File: config.mk
export PLATFORM = sky130hd
export DESIGN_NAME = gpio_cmd_rx
export DESIGN_NICKNAME = d
export VERILOG_FILES = /design/src/rtl/gpio_pkg.sv /design/src/rtl/gpio_cmd_shadow.sv /design/src/rtl/gpio_cmd_rx.sv
export SDC_FILE = /design/constraint.sdc
export NUM_CORES = 1
export LEC_CHECK = 0
export BUFFER_PORTS_ARGS = -buffer_cell sky130_fd_sc_hd__buf_4
export CAP_MARGIN = 20
export CORE_UTILIZATION = 50
export CTS_CLUSTER_SIZE = 16
export DETAILED_ROUTE_END_ITERATION = 16
export GPL_TIMING_DRIVEN = 0
export PLACE_DENSITY = 0.72
export SLEW_MARGIN = 0
export SYNTH_ARGS = -nofsm -noshare
export SYNTH_HDL_FRONTEND = slang
export SYNTH_SLANG_ARGS = --single-unit
File: constraint.sdc
create_clock -name clk -period 2.35 [get_ports clk]
set_input_delay 0.1175 -clock clk [delete_from_list [all_inputs] [get_ports clk]]
set_output_delay 0.1175 -clock clk [all_outputs]
set_load 0.05 [all_outputs]
File: src/rtl/gpio_pkg.sv
// gpio_pkg: frame constants, FSM states and param decode shared
// by the GPIO command receiver and the GPIO event reporter.
package gpio_pkg;

  localparam logic [7:0] GPIO_CMD_ID = 8'h67;
  localparam logic [7:0] PARAM_LEVEL = 8'h6c;
  localparam logic [7:0] PARAM_DIR   = 8'h64;
  localparam logic [7:0] PARAM_SET   = 8'h73;
  localparam logic [7:0] PARAM_CLR   = 8'h63;

  localparam logic [7:0] PAYLOAD_LEN = 8'd4;
  localparam logic [2:0] DATA_BYTES  = 3'd3;
  localparam int         SHADOW_W    = 24;

  typedef enum logic [2:0] {
    S_WAIT_IDLE,
    S_IDLE,
    S_EVT,
    S_LEN,
    S_PARAM,
    S_DATA,
    S_IGNORE
  } rx_state_e;

  typedef enum logic [1:0] {
    OP_LEVEL,
    OP_DIR,
    OP_SET,
    OP_CLR
  } gpio_op_e;

  typedef struct packed {
    logic     ok;
    gpio_op_e op;
  } param_dec_t;

  function automatic param_dec_t decode_param(
    input logic [7:0] code
  );
    param_dec_t d;
    d.ok = 1'b1;
    d.op = OP_LEVEL;
    unique case (1'b1)
      code == PARAM_LEVEL: d.op = OP_LEVEL;
      code == PARAM_DIR:   d.op = OP_DIR;
      code == PARAM_SET:   d.op = OP_SET;
      code == PARAM_CLR:   d.op = OP_CLR;
      default:             d.ok = 1'b0;
    endcase
    return d;
  endfunction

endpackage

File: src/rtl/gpio_cmd_shadow.sv
// gpio_cmd_shadow: payload shift-in register with a saturating
// byte counter and an overflow flag for oversize frames.
module gpio_cmd_shadow
  import gpio_pkg::*;
(
  input  logic                clk,
  input  logic                reset_n,
  input  logic                clear,
  input  logic                shift,
  input  logic [7:0]          data,
  output logic [SHADOW_W-1:0] value,
  output logic [2:0]          count,
  output logic                overflow
);

  always_ff @(posedge clk or negedge reset_n) begin
    if (!reset_n) begin
      value    <= '0;
      count    <= '0;
      overflow <= 1'b0;
    end else if (clear) begin
      value    <= '0;
      count    <= '0;
      overflow <= 1'b0;
    end else if (shift) begin
      // a full payload is frozen; extra bytes only flag overflow
      if (count >= DATA_BYTES) begin
        overflow <= 1'b1;
      end else begin
        value <= {value[SHADOW_W-9:0], data};
      end
      if (count != 3'd7) begin
        count <= count + 3'd1;
      end
    end
  end

endmodule

File: src/rtl/gpio_cmd_rx.sv
// gpio_cmd_rx: parses host GPIO command frames and commits level
// and direction updates atomically at end of frame.
module gpio_cmd_rx
  import gpio_pkg::*;
#(
  parameter int         GPIO_WIDTH = 24,
  parameter logic [7:0] CMD_ID     = GPIO_CMD_ID
) (
  input  logic                  clk,
  input  logic                  reset_n,
  input  logic [7:0]            in_data,
  input  logic                  in_frame_valid,
  input  logic                  in_data_latch,
  output logic [GPIO_WIDTH-1:0] gpio_level,
  output logic [GPIO_WIDTH-1:0] gpio_direction,
  output logic                  cmd_ack,
  output logic                  cmd_nak,
  output logic [7:0]            cmd_event_id
);

  rx_state_e     state;
  logic          len_ok;
  logic          param_ok;
  gpio_op_e      op;
  param_dec_t    dec;

  logic                  latch;
  logic                  frame_end;
  logic                  busy;
  logic                  commit;
  logic                  sh_clear;
  logic                  sh_shift;
  logic [SHADOW_W-1:0]   sh_value;
  logic [2:0]            sh_count;
  logic                  sh_ovf;
  logic [GPIO_WIDTH-1:0] pdata;

  assign latch     = in_frame_valid & in_data_latch;
  assign frame_end = ~in_frame_valid;
  assign dec       = decode_param(in_data);
  assign pdata     = sh_value[GPIO_WIDTH-1:0];

  // EVT..DATA are only reachable with valid high, so a low
  // sample there is exactly the 1-then-0 frame end
  assign busy = (state == S_EVT)   ||
                (state == S_LEN)   ||
                (state == S_PARAM) ||
                (state == S_DATA);

  assign commit = (state == S_DATA)       &&
                  (sh_count == DATA_BYTES) &&
                  !sh_ovf && len_ok && param_ok;

  assign sh_clear = (state == S_IDLE);
  assign sh_shift = (state == S_DATA) & latch;

  gpio_cmd_shadow u_shadow (
    .clk      (clk),
    .reset_n  (reset_n),
    .clear    (sh_clear),
    .shift    (sh_shift),
    .data     (in_data),
    .value    (sh_value),
    .count    (sh_count),
    .overflow (sh_ovf)
  );

  always_ff @(posedge clk or negedge reset_n) begin
    if (!reset_n) begin
      state          <= S_WAIT_IDLE;
      gpio_level     <= '0;
      gpio_direction <= '0;
      cmd_ack        <= 1'b0;
      cmd_nak        <= 1'b0;
      cmd_event_id   <= '0;
      len_ok         <= 1'b0;
      param_ok       <= 1'b0;
      op             <= OP_LEVEL;
    end else begin
      cmd_ack <= 1'b0;
      cmd_nak <= 1'b0;
      if (busy && frame_end) begin
        state <= S_IDLE;
        if (commit) begin
          cmd_ack <= 1'b1;
          unique case (op)
            OP_LEVEL: gpio_level <= pdata;
            OP_DIR:   gpio_direction <= pdata;
            OP_SET:   gpio_level <= gpio_level | pdata;
            OP_CLR:   gpio_level <= gpio_level & ~pdata;
          endcase
        end else begin
          cmd_nak <= 1'b1;
        end
      end else begin
        unique case (state)
          S_WAIT_IDLE: begin
            if (frame_end) state <= S_IDLE;
          end
          S_IDLE: begin
            len_ok   <= 1'b0;
            param_ok <= 1'b0;
            if (latch) begin
              state <= (in_data == CMD_ID) ?
                       S_EVT : S_IGNORE;
            end
          end
          S_EVT: begin
            if (latch) begin
              cmd_event_id <= in_data;
              state        <= S_LEN;
            end
          end
          S_LEN: begin
            if (latch) begin
              len_ok <= (in_data == PAYLOAD_LEN);
              state  <= S_PARAM;
            end
          end
          S_PARAM: begin
            if (latch) begin
              param_ok <= dec.ok;
              op       <= dec.op;
              state    <= S_DATA;
            end
          end
          S_DATA: begin
            state <= S_DATA;
          end
          S_IGNORE: begin
            if (frame_end) state <= S_IDLE;
          end
          default: state <= S_WAIT_IDLE;
        endcase
      end
    end
  end

endmodule
==> results of run 1 <==
[placed cells by master (no fill, tap or decap), drive strengths merged, types with 2 or more instances in the layout]
cell type / netlist / layout
a21oi: 4 / 4
a221o: 24 / 24
and3: 3 / 3
buf: 11 / 81
clkbuf: 15 / 24
clkinvlp: 0 / 2
dfrtp: 93 / 93
dlygate4sd3: 0 / 2
ha: 3 / 3
inv: 5 / 7
mux2: 35 / 35
mux2i: 17 / 17
nand2: 55 / 55
nand2b: 27 / 27
nand3b: 4 / 4
nand4: 12 / 12
nand4b: 3 / 3
nor2b: 3 / 3
nor3: 3 / 3
nor4: 2 / 2
nor4b: 2 / 2
o21a: 2 / 2
o21ai: 12 / 12
o22ai: 25 / 25
or3b: 2 / 2
[kinds of logic after synthesis]
group                      share of synthesized area (%)
AOI/OAI and AO/OA                                  12.51
muxes                                              13.06
DFF                                                53.85
buffers and inverters                              3.677
adders and majority gates                         0.8687
and+or+nand+nor                                    16.04
[state kept, by name, indices dropped and copies added (netlist names)]
| register | cells |
|---|---|
| u_shadow.overflow | 1 |
| param_ok | 1 |
| cmd_ack | 1 |
| gpio_level | 24 |
| cmd_nak | 1 |
| gpio_direction | 24 |
| u_shadow.value | 24 |
| u_shadow.count | 3 |
| len_ok | 1 |
| state | 3 |
| cmd_event_id | 8 |
| op | 2 |
[layer usage]
| layer | wire length, um | GRT usage, % |
|---|---|---|
| met4 | 180 | 9.470 |
| met3 | 350 | 5.072 |
| met5 | 0 | 0 |
| met1 | 4350 | 31.70 |
| met2 | 4973 | 37.59 |
[report_power, final]
group	internal [mW]	switching, mW	total (mW)
clock network	0.502	0.597	1.10
registers	1.67	0.0505	1.72
logic	0.171	0.371	0.542
total	2.34	1.02	3.36
[worst min path at each step]
stage,endpoint,slack [ns],depth (start not counted)
final,cmd_event_id[7]$_DFFE_PN0P_,0.02,2
after global placement,cmd_nak$_DFF_PN0_,0.33,2
after detailed placement,gpio_direction[19]$_DFFE_PN0P_,0.06,1
after floorplan,cmd_ack$_DFF_PN0_,-0.18,0
after CTS,cmd_event_id[7]$_DFFE_PN0P_,0.009,2
after global routing,cmd_event_id[7]$_DFFE_PN0P_,0.006,2
[synth_stat cells, drive strengths merged, types with 2 or more instances]
cell,number
dfrtp,93
mux2,35
ha,3
o21a,2
nor4,2
o21ai,12
nand2,55
nand2b,27
nand4,12
nand4b,3
nor3,3
mux2i,17
a221o,24
and3,3
a21oi,4
nor4b,2
inv,5
clkbuf,15
or3b,2
buf,11
nor2b,3
nand3b,4
o22ai,25
[through the flow]
stage	std cells	cell area [um^2]	util, %
finish	568	5226	62.97
detailed placement	549	4984	60.05
floorplan	376	4322	-
CTS	566	5206	62.73
global route	568	5226	62.97
global placement	548	4956	59.72
[final cells by class]
cell class                 count  area [um^2]
tap                          105        131.4
inverter                       5        18.77
multi-input combinational    252         1844
clock inverter                 6        71.32
sequential                    93         2327
buffer                        25        140.1
clock buffer                  10        127.6
timing repair buffer          72        565.5
fill                         701         3073
[worst max-delay path: stages, from the launching register on]
cell	delay (ns)
dfrtp_1	0.41
ha_1	0.20
ha_2	0.22
nand4_1	0.21
nor4b_4	0.47
buf_6	0.22
mux2_2	0.35
[what timing repair did]
item,4_1_cts,5_1_grt
resized for setup,2,4
hold buffers,2,0
setup endpoints to repair,20,40
hold endpoints to repair,29,0
buffers inserted,0,2
pin swaps,0,2
==> key figures, run 1 <==
Floorplan
  – Core area: between 8000 and 9000 um^2
  – Row Count: 33
  – DIE AREA: 9019 um^2
  – Die Span X: approximately 95 um
  – Chip height: between 90 and 100 um
  – Initial Util: approximately 52%
  – IO Pins: 70

Finish
  – Area growth from synthesis to layout: 20.93%
  – Nets: approximately 470
  – Number of diodes: 0
  – Layout cells sized above 1: around 30%

Worst setup path
  – CP required: about 2.6 ns
  – Worst setup EP type: flip-flop
  – CP Max Fanout: 10
  – R2r setup slk: 0.17 ns
  – Arrival time at the worst endpoint: between 2 and 2.5 ns
  – Reg2reg path depth: 6
  – Crit path kind: reg -> reg
  – Worst R2R End: gpio_direction[21]$_DFFE_PN0P_
  – Setup crit end: gpio_direction[21]$_DFFE_PN0P_
  – Critical path launch point: u_shadow.count[0]$_DFFE_PN0P_
  – Startpoint Class: flip-flop
  – Worst r2r src: u_shadow.count[0]$_DFFE_PN0P_

Synth
  – Synth area leaders: dfrtp_1, mux2_2, a221o_1
  – Number of synthesized flops with an enable pin: 0
  – Async set-reset flop share out of synthesis: between 90% and 100%
  – Ys flop type: dfrtp_1
  – Post-synthesis sequential area ratio: a little over half
  – Synthesis Warnings: 0
  – Post-Synthesis Cell Area: between 4000 and 5000 um^2
  – Synth cell types: ~40
  – Register bit count reported by yosys: slightly above 90
  – Post-synth top area share: 53.85%
  – Mapped Cells: roughly 380
  – Syn avg cell area: about 11 um^2
  – Syn_nets: 391
  – Post-synth top area cell: dfrtp_1

Timing
  – Setup TNS: 0 ns
  – Worst slew margin: about three fifths
  – Final Setup Violations: 0
  – Final worst-path cycle share: between 90% and 100%
  – Post-route minimum period: between 2 and 2.5 ns
  – Final worst slack: ~0.17 ns
  – Final hold vios: 0
  – Final Max Slew Viols: 0
  – Clock Skew: roughly 0.013 ns
  – RSZ-0062 raised after global routing: false
  – Achievable Freq: roughly 0.46 GHz
  – Slew @ Worst Pin: between 0.6 and 0.7 ns
  – Min Hold Slack: 0.01789 ns

Global routing
  – Congestion Overflow GR: 0
  – Global Route Usage Sum: a little under a quarter
  – Largest net degree at the start of global routing: a little under 70
  – Via count of the first global-routing pass: ~3.2k
  – Antenna violations before repair: 0
  – Global-route wire length before repair: 15.98 mm

Drt
  – Via count: 3274
  – Final WL: slightly below 10 mm
  – DR vias/cell: ~5.8
  – Post-route ant nets: 0
  – DR WL/cell: approximately 17 um
  – Initial DRC count: 178
  – DRC violation count after routing: 0
  – First-pass DRT Iterations: 4

Placed design
  – HPWL after detailed placement: a little under 7 mm
  – Gpl congestion: 0.7874
  – I/O Buffers: 67
  – Pre-CTS WS: -0.3151 ns

Clock tree
  – Clk slew on worst S/H paths: about 0.090 ns
  – Clk_lat worst skew: between 0.3 and 0.4 ns
  – CTS tree: yes
  – Root Buffer: clkbuf_8
  – Clock sink count: 93
  – CTS max path bufs: 2
  – CTS Buf Count: 9
  – CTS H-Tree Depth: 3

Power and ir drop
  – Pleak: around 2.4 nW
  – Total power: approximately 3.4 mW
  – Worst IR Drop VDD: approximately 0.54 mV
  – PwrDens: 642.2 nW/um^2

Status
  – Status: finished, final reports clean

Hold path
  – Worst Hold Launch: in_data[7]
  – Worst hold path type: in -> reg

Run
  – Max-cap violation count: 0
Note: power is estimated with default switching activity, not from simulation.
==> inputs of run 2 (changes only) <==
--- a/config.mk
+++ b/config.mk
@@ -5,13 +5,16 @@
 export SDC_FILE = /design/constraint.sdc
 export NUM_CORES = 1
 export LEC_CHECK = 0
+export ABC_CLOCK_PERIOD_IN_PS = 2350
 export BUFFER_PORTS_ARGS = -buffer_cell sky130_fd_sc_hd__buf_4
-export CAP_MARGIN = 20
-export CORE_UTILIZATION = 50
+export CAP_MARGIN = 15
+export CELL_PAD_IN_SITES_DETAIL_PLACEMENT = 0
+export CELL_PAD_IN_SITES_GLOBAL_PLACEMENT = 2
+export CORE_UTILIZATION = 37
 export CTS_CLUSTER_SIZE = 16
 export DETAILED_ROUTE_END_ITERATION = 16
 export GPL_TIMING_DRIVEN = 0
-export PLACE_DENSITY = 0.72
+export PLACE_DENSITY_LB_ADDON = 0.1
 export SLEW_MARGIN = 0
 export SYNTH_ARGS = -nofsm -noshare
 export SYNTH_HDL_FRONTEND = slang
==> run 2 against run 1 <==
First-iteration DRC count is 26% lower; core utilization is 16 points lower; worst hold slack gained 0.031 ns; critical endpoint is now u_shadow.value[19]$_DFFE_PN0P_; critical path depth stayed put; clock-buffer cell count up 1; largest power group unchanged; maximum frequency fell by 0.86%; cell area rose by 2.5%; register-to-register slack got worse by 0.02 ns.
==> key figures, run 2 (synthesis results as in run 1) <==
Status
  – Status: finished, final reports clean

Clock tree
  – CTS Buf Count: 9 (unchanged)
  – Clk_lat worst skew: 0.34 ns (-0.03 ns)
  – Clk slew on worst S/H paths: 0.07 ns (-0.02 ns)
  – CTS H-Tree Depth: 3 (unchanged)
  – Clock sink count: 93 (unchanged)
  – CTS tree: yes
  – CTS max path bufs: 2 (unchanged)
  – Root Buffer: clkbuf_16

Timing
  – Min Hold Slack: 0.04879 ns (+0.03090 ns)
  – Final worst-path cycle share: 93.69% (+0.81 points)
  – Slew @ Worst Pin: 0.6057 ns (-0.0005893 ns)
  – Final worst slack: 0.1482 ns (-0.01897 ns)
  – RSZ-0062 raised after global routing: false
  – Final Setup Violations: 0 (unchanged)
  – Final hold vios: 0 (unchanged)
  – Achievable Freq: 0.4542 GHz (-0.86%)
  – Clock Skew: 0.007294 ns (-0.005534 ns)
  – Worst slew margin: 59.31% (-0.094 points)
  – Final Max Slew Viols: 0 (unchanged)
  – Post-route minimum period: 2.202 ns (+0.01897 ns)

Drt
  – DR WL met2: 4.914 mm (-1.2%)
  – Metal-1 WL: 5.061 mm (+16%)
  – DR top layer: met4
  – Initial DRC count: 131 (-26%)
  – DRC violation count after routing: 0 (unchanged)
  – Via count: 3246 (-0.86%)
  – DR vias/cell: 5.356 (-7.1%)
  – DR WL/cell: 17.47 um (+0.68%)
  – Final WL: 10.59 mm (+7.4%)
  – Met3 routed WL: 369 um (+5.4%)
  – Post-route ant nets: 0 (unchanged)
  – First-pass DRT Iterations: 7 (+3)

Worst setup path
  – CP Max Fanout: 10 (unchanged)
  – Arrival time at the worst endpoint: 2.43 ns (about the same)
  – CP required: 2.58 ns (-0.03 ns)
  – Worst R2R End: u_shadow.value[19]$_DFFE_PN0P_
  – Startpoint Class: flip-flop
  – R2r setup slk: 0.15 ns (-0.02 ns)
  – Crit path kind: reg -> reg
  – Worst r2r src: state[0]$_DFFE_PN0P_
  – Reg2reg path depth: 6 (unchanged)
  – Worst setup EP type: flip-flop

Global routing
  – Congestion Overflow GR: 0 (unchanged)
  – Antenna violations before repair: 0 (unchanged)
  – Global-route wire length before repair: 16.50 mm (+3.2%)
  – Global Route Usage Sum: 18.56% (-5.2 points)
  – Via count of the first global-routing pass: 3037 (-4.1%)
  – Largest net degree at the start of global routing: 58 (-15%)

Run
  – Max-cap violation count: 0 (unchanged)

Hold path
  – Worst hold path type: in -> reg
  – Worst Hold Launch: in_data[7]
  – Hold path endpoint: cmd_event_id[7]$_DFFE_PN0P_
  – Min-Delay Path Depth: 2 (unchanged)

Finish
  – Footprint of the multi-input gates: 1842 um^2 (-0.14%)
  – Commonest non-fill, non-tap cells in the layout: dfrtp_1, buf_4, nand2_1
  – Area growth from synthesis to layout: 24.00%
  – Storage cell area: 2327 um^2 (unchanged)
  – Layout cells sized above 1: 30.02% (unchanged)
  – Commonest non-fill, non-tap cell in the layout: dfrtp_1
  – Fillers: 1086 (+55%)
  – Biggest regs: gpio_direction x24, gpio_level x24, u_shadow.value x24
  – Share of the core filled with cells: 46.93% (-16 points)
  – Nets: 473 (unchanged)
  – Number of diodes: 0 (unchanged)

Placed design
  – Pre-CTS WS: -0.3269 ns (-0.01183 ns)
  – Gpl congestion: 0.7516 (-4.5%)
  – I/O Buffers: 67 (unchanged)
  – HPWL after detailed placement: 7.266 mm (+5.9%)

Floorplan
  – Initial Util: 37.85% (-14 points)
  – Row Count: 39 (+18%)
  – IO Pins: 70 (unchanged)
  – Chip height: 110.1 um (+16%)
  – Core area: 11420 um^2 (+38%)
  – Die Span X: 110.1 um (+16%)
  – DIE AREA: 12120 um^2 (+34%)

Power and ir drop
  – PwrDens: 684.6 nW/um^2 (+6.6%)
  – Worst IR Drop VDD: 0.4325 mV (-20%)
  – Pleak: 2.441 nW (+1.9%)
  – Total power: 3.669 mW (+9.3%)
## run 2: cell types whose count changed in the layout (fill, tap and decap cells not counted)
cell / previous run / this run
clkbuf_16: 0 / 9
clkbuf_8: 9 / 2
clkinv_2: 0 / 2
bufinv_16: 1 / 0
clkbuf_1: 14 / 13
clkinv_4: 1 / 0
ha_1: 2 / 3
ha_2: 1 / 0
inv_6: 2 / 1
## run 2: final cells by class
type | count | area share, %
clock inverter | 5 | 0.6304
buffer | 25 | 2.615
multi-input combinational | 252 | 34.37
clock buffer | 11 | 4.716
tap | 143 | 3.339
sequential | 93 | 43.43
inverter | 5 | 0.3502
timing repair buffer | 72 | 10.55
## run 2: timing repair
action                                  in CTS  in global routing
endpoints found under the hold margin       38                  0
hold buffers                                 2                  0
cloned                                       0                  0
buffers inserted                             2                  0
endpoints found under the setup margin      26                 19
pin swaps                                    1                  0
gates resized for setup                      3                  1
## run 2: how the worst max path moves through the flow
stage,endpoint,start,slack (ns),cells past startpoint
after floorplan,u_shadow.value[15]$_DFFE_PN0P_,u_shadow.count[0]$_DFFE_PN0P_,0.20,7
after global placement,u_shadow.value[22]$_DFFE_PN0P_,u_shadow.count[0]$_DFFE_PN0P_,-0.33,7
after detailed placement,u_shadow.value[22]$_DFFE_PN0P_,u_shadow.count[0]$_DFFE_PN0P_,-0.33,7
after CTS,u_shadow.value[22]$_DFFE_PN0P_,u_shadow.count[0]$_DFFE_PN0P_,0.05,6
after global routing,u_shadow.value[19]$_DFFE_PN0P_,state[0]$_DFFE_PN0P_,0.009,6
final,u_shadow.value[19]$_DFFE_PN0P_,state[0]$_DFFE_PN0P_,0.15,6
## run 2: report_power, final
group	internal [mW]	total (mW)	switching [mW]
Clock	0.775	1.41	0.630
Sequential	1.67	1.72	0.0520
Combinational	0.171	0.544	0.373
Total	2.61	3.67	1.06
## run 2: metal layers
layer	up-vias	track usage, %
met3	13	2.469
met1	1602	25.55
met5	-	0
met4	0	9.143
met2	79	28.71
li1	1552	-
## run 2: per-stage QoR
stage | cells | area (um^2) | TNS [ns]
3_5_place_dp | 587 | 5031 | -5.886
6_report | 606 | 5359 | 0
3_3_place_gp | 586 | 5004 | -5.868
2_1_floorplan | 376 | 4322 | 0
4_1_cts | 606 | 5358 | 0
5_1_grt | 606 | 5359 | 0
## run 2: critical path: stages (launching register included)
cell	delay, ns
dfrtp_1	0.37
clkbuf_1	0.33
or3b_2	0.50
clkbuf_1	0.27
buf_1	0.32
nand2_1	0.20
mux2i_1	0.09
==> inputs of run 3 (changes only) <==
--- a/config.mk
+++ b/config.mk
@@ -10,10 +10,11 @@
 export CAP_MARGIN = 15
 export CELL_PAD_IN_SITES_DETAIL_PLACEMENT = 0
 export CELL_PAD_IN_SITES_GLOBAL_PLACEMENT = 2
-export CORE_UTILIZATION = 37
+export CORE_UTILIZATION = 30
 export CTS_CLUSTER_SIZE = 16
 export DETAILED_ROUTE_END_ITERATION = 16
 export GPL_TIMING_DRIVEN = 0
+export MAX_ROUTING_LAYER = met4
 export PLACE_DENSITY_LB_ADDON = 0.1
 export SLEW_MARGIN = 0
 export SYNTH_ARGS = -nofsm -noshare
==> run 3 against run 2 <==
Wire length rose by 5.8%; highest routed layer unchanged; cell area rose by 1.2%; non-clock buffer count did not move; core utilization fell by 8.1 points; global-route usage fell by 1.5 points.
==> key figures, run 3 (synthesis results as in run 1) <==
Status
  – Status: finished, final reports clean

Finish
  – Nets: 473 (unchanged)
  – Fillers: 1424 (+31%)
  – Footprint of the multi-input gates: 1842 um^2 (unchanged)
  – Commonest non-fill, non-tap cell in the layout: dfrtp_1
  – Area growth from synthesis to layout: 25.54%
  – Number of diodes: 0 (unchanged)
  – Commonest non-fill, non-tap cells in the layout: dfrtp_1, buf_4, nand2_1
  – Layout cells sized above 1: 30.45% (+0.43 points)
  – Biggest regs: gpio_direction x24, gpio_level x24, u_shadow.value x24
  – Storage cell area: 2327 um^2 (unchanged)

Timing
  – Worst slew margin: 54.56% (-4.8 points)
  – Min Hold Slack: 0.03927 ns (-0.009519 ns)
  – Final hold vios: 0 (unchanged)
  – RSZ-0062 raised after global routing: false
  – Clock Skew: 0.005449 ns (-0.001845 ns)
  – Achievable Freq: 0.4630 GHz (+1.9%)
  – Final Max Slew Viols: 0 (unchanged)
  – Slew @ Worst Pin: 0.6787 ns (+0.07299 ns)
  – Final Setup Violations: 0 (unchanged)
  – Final worst-path cycle share: 91.90% (-1.8 points)
  – Setup TNS: 0 ns (unchanged)
  – Post-route minimum period: 2.160 ns (-0.04209 ns)

Floorplan
  – Row Count: 43 (+10%)
  – Core area: 13990 um^2 (+23%)
  – Die Span X: 122.0 um (+11%)
  – IO Pins: 70 (unchanged)
  – Chip height: 122.0 um (+11%)
  – DIE AREA: 14890 um^2 (+23%)
  – Initial Util: 30.89% (-7.0 points)

Power and ir drop
  – PwrDens: 696.8 nW/um^2 (+1.8%)
  – Pint: 2.697 mW (+3.2%)
  – Total power: 3.781 mW (+3.0%)
  – Clock share of power: 40.0% (+1.7 points)
  – Seq pwr share: 45.4% (-1.5 points)
  – Logic pwr share: 14.6% (-0.2 points)
  – Sw power: 1.083 mW (+2.6%)
  – Worst IR Drop VDD: 0.3794 mV (-12%)
  – Pleak: 2.457 nW (+0.67%)
  – Switching share of power: 28.65% (-0.11 points)

Global routing
  – Largest net degree at the start of global routing: 53 (-8.6%)
  – Congestion Overflow GR: 0 (unchanged)
  – Global-route wire length before repair: 18.40 mm (+12%)
  – Global Route Usage Sum: 17.05% (-1.5 points)
  – Most Crowded Layer GR: met2
  – Antenna violations before repair: 0 (unchanged)
  – Global Route met2 Usage: 25.32% (-3.4 points)
  – Via count of the first global-routing pass: 3288 (+8.3%)
  – Met3 usage: 2.715% (+0.25 points)
  – M1 GR Usage: 22.95% (-2.6 points)

Clock tree
  – Clk slew on worst S/H paths: 0.07 ns (about the same)
  – Clk_lat worst skew: 0.35 ns (about the same)
  – Root Buffer: clkbuf_16
  – CTS H-Tree Depth: 3 (unchanged)
  – Clock sink count: 93 (unchanged)
  – CTS tree: yes
  – CTS max path bufs: 2 (unchanged)
  – CTS Buf Count: 9 (unchanged)

Drt
  – DRC violation count after routing: 0 (unchanged)
  – Initial DRC count: 182 (+39%)
  – Final WL: 11.20 mm (+5.8%)
  – DR WL/cell: 17.42 um (-0.26%)
  – DR vias/cell: 5.062 (-5.5%)
  – First-pass DRT Iterations: 5 (-2)
  – Via count: 3255 (+0.28%)
  – Post-route ant nets: 0 (unchanged)

Worst setup path
  – Arrival time at the worst endpoint: 2.43 ns (about the same)
  – CP Max Fanout: 10 (unchanged)
  – Worst setup EP type: flip-flop
  – Startpoint Class: flip-flop
  – Crit path kind: reg -> reg
  – CP required: 2.62 ns (+0.04 ns)

Hold path
  – Worst hold path type: in -> reg

Run
  – Max-cap violation count: 0 (unchanged)

Placed design
  – I/O Buffers: 67 (unchanged)
  – Gpl congestion: 0.7143 (-5.0%)
  – HPWL after detailed placement: 7.704 mm (+6.0%)
==> run 3: worst max-delay path: stages (launching register included) <==
cell and delay [ns]:
dfrtp_1 0.42, ha_1 0.24, ha_1 0.23, a211oi_2 0.35, and3_2 0.36, buf_4 0.26, mux2i_1 0.22
==> run 3: cell type report <==
cell class | count | area share (%)
sequential | 93 | 42.90
multi-input combinational | 252 | 33.95
timing repair buffer | 72 | 10.42
clock buffer | 11 | 4.474
tap | 180 | 4.151
buffer | 25 | 2.652
clock inverter | 5 | 1.107
inverter | 5 | 0.3459
==> run 3: power groups by stage <==
stage	Sequential, mW	Clock, mW	Combinational (mW)
global route	1.73	1.61	0.600
global placement	1.74	0	0.550
CTS	1.72	1.56	0.561
detailed placement	1.75	0	0.555
finish	1.72	1.51	0.553
floorplan	1.90	0	0.188
==> run 3: stage by stage <==
stage	util, %	setup WS (ns)	instance area [um^2]	cells
floorplan	-	0.2000	4322	376
finish	38.78	0.1903	5425	643
global placement	36.10	-0.3112	5050	623
CTS	38.75	0.02421	5420	643
detailed placement	36.30	-0.2974	5077	624
global route	38.78	0.01563	5425	643
==> run 3: repair_timing <==
item / 4_1_cts / 5_1_grt
pin swaps: 1 / 0
setup buffers: 2 / 0
endpoints found under the hold margin: 43 / 0
gates cloned: 0 / 0
resized for setup: 3 / 5
endpoints found under the setup margin: 23 / 23
hold buffers: 2 / 0
==> run 3: metal layers <==
metal / routed length [um] / share of wire (%) / vias up
met2: 5112 / 46 / 67
met5: 0 / 0 / -
met1: 5461 / 49 / 1619
met4: 205 / 1.8 / 0
met3: 422 / 3.8 / 14
li1: - / - / 1555
==> run 3: final timing paths <==
kind,from,end,slack [ns],cells after the start
min in group asynchronous,reset_n,cmd_ack$_DFF_PN0_,0.30,2
min reg2reg,gpio_direction[17]$_DFFE_PN0P_,gpio_direction[17]$_DFFE_PN0P_,0.51,1
max in group asynchronous,reset_n,cmd_event_id[7]$_DFFE_PN0P_,1.37,3
max,u_shadow.count[0]$_DFFE_PN0P_,u_shadow.value[19]$_DFFE_PN0P_,0.19,6
min,in_data[7],cmd_event_id[7]$_DFFE_PN0P_,0.04,2
max reg2reg,u_shadow.count[0]$_DFFE_PN0P_,u_shadow.value[19]$_DFFE_PN0P_,0.19,6
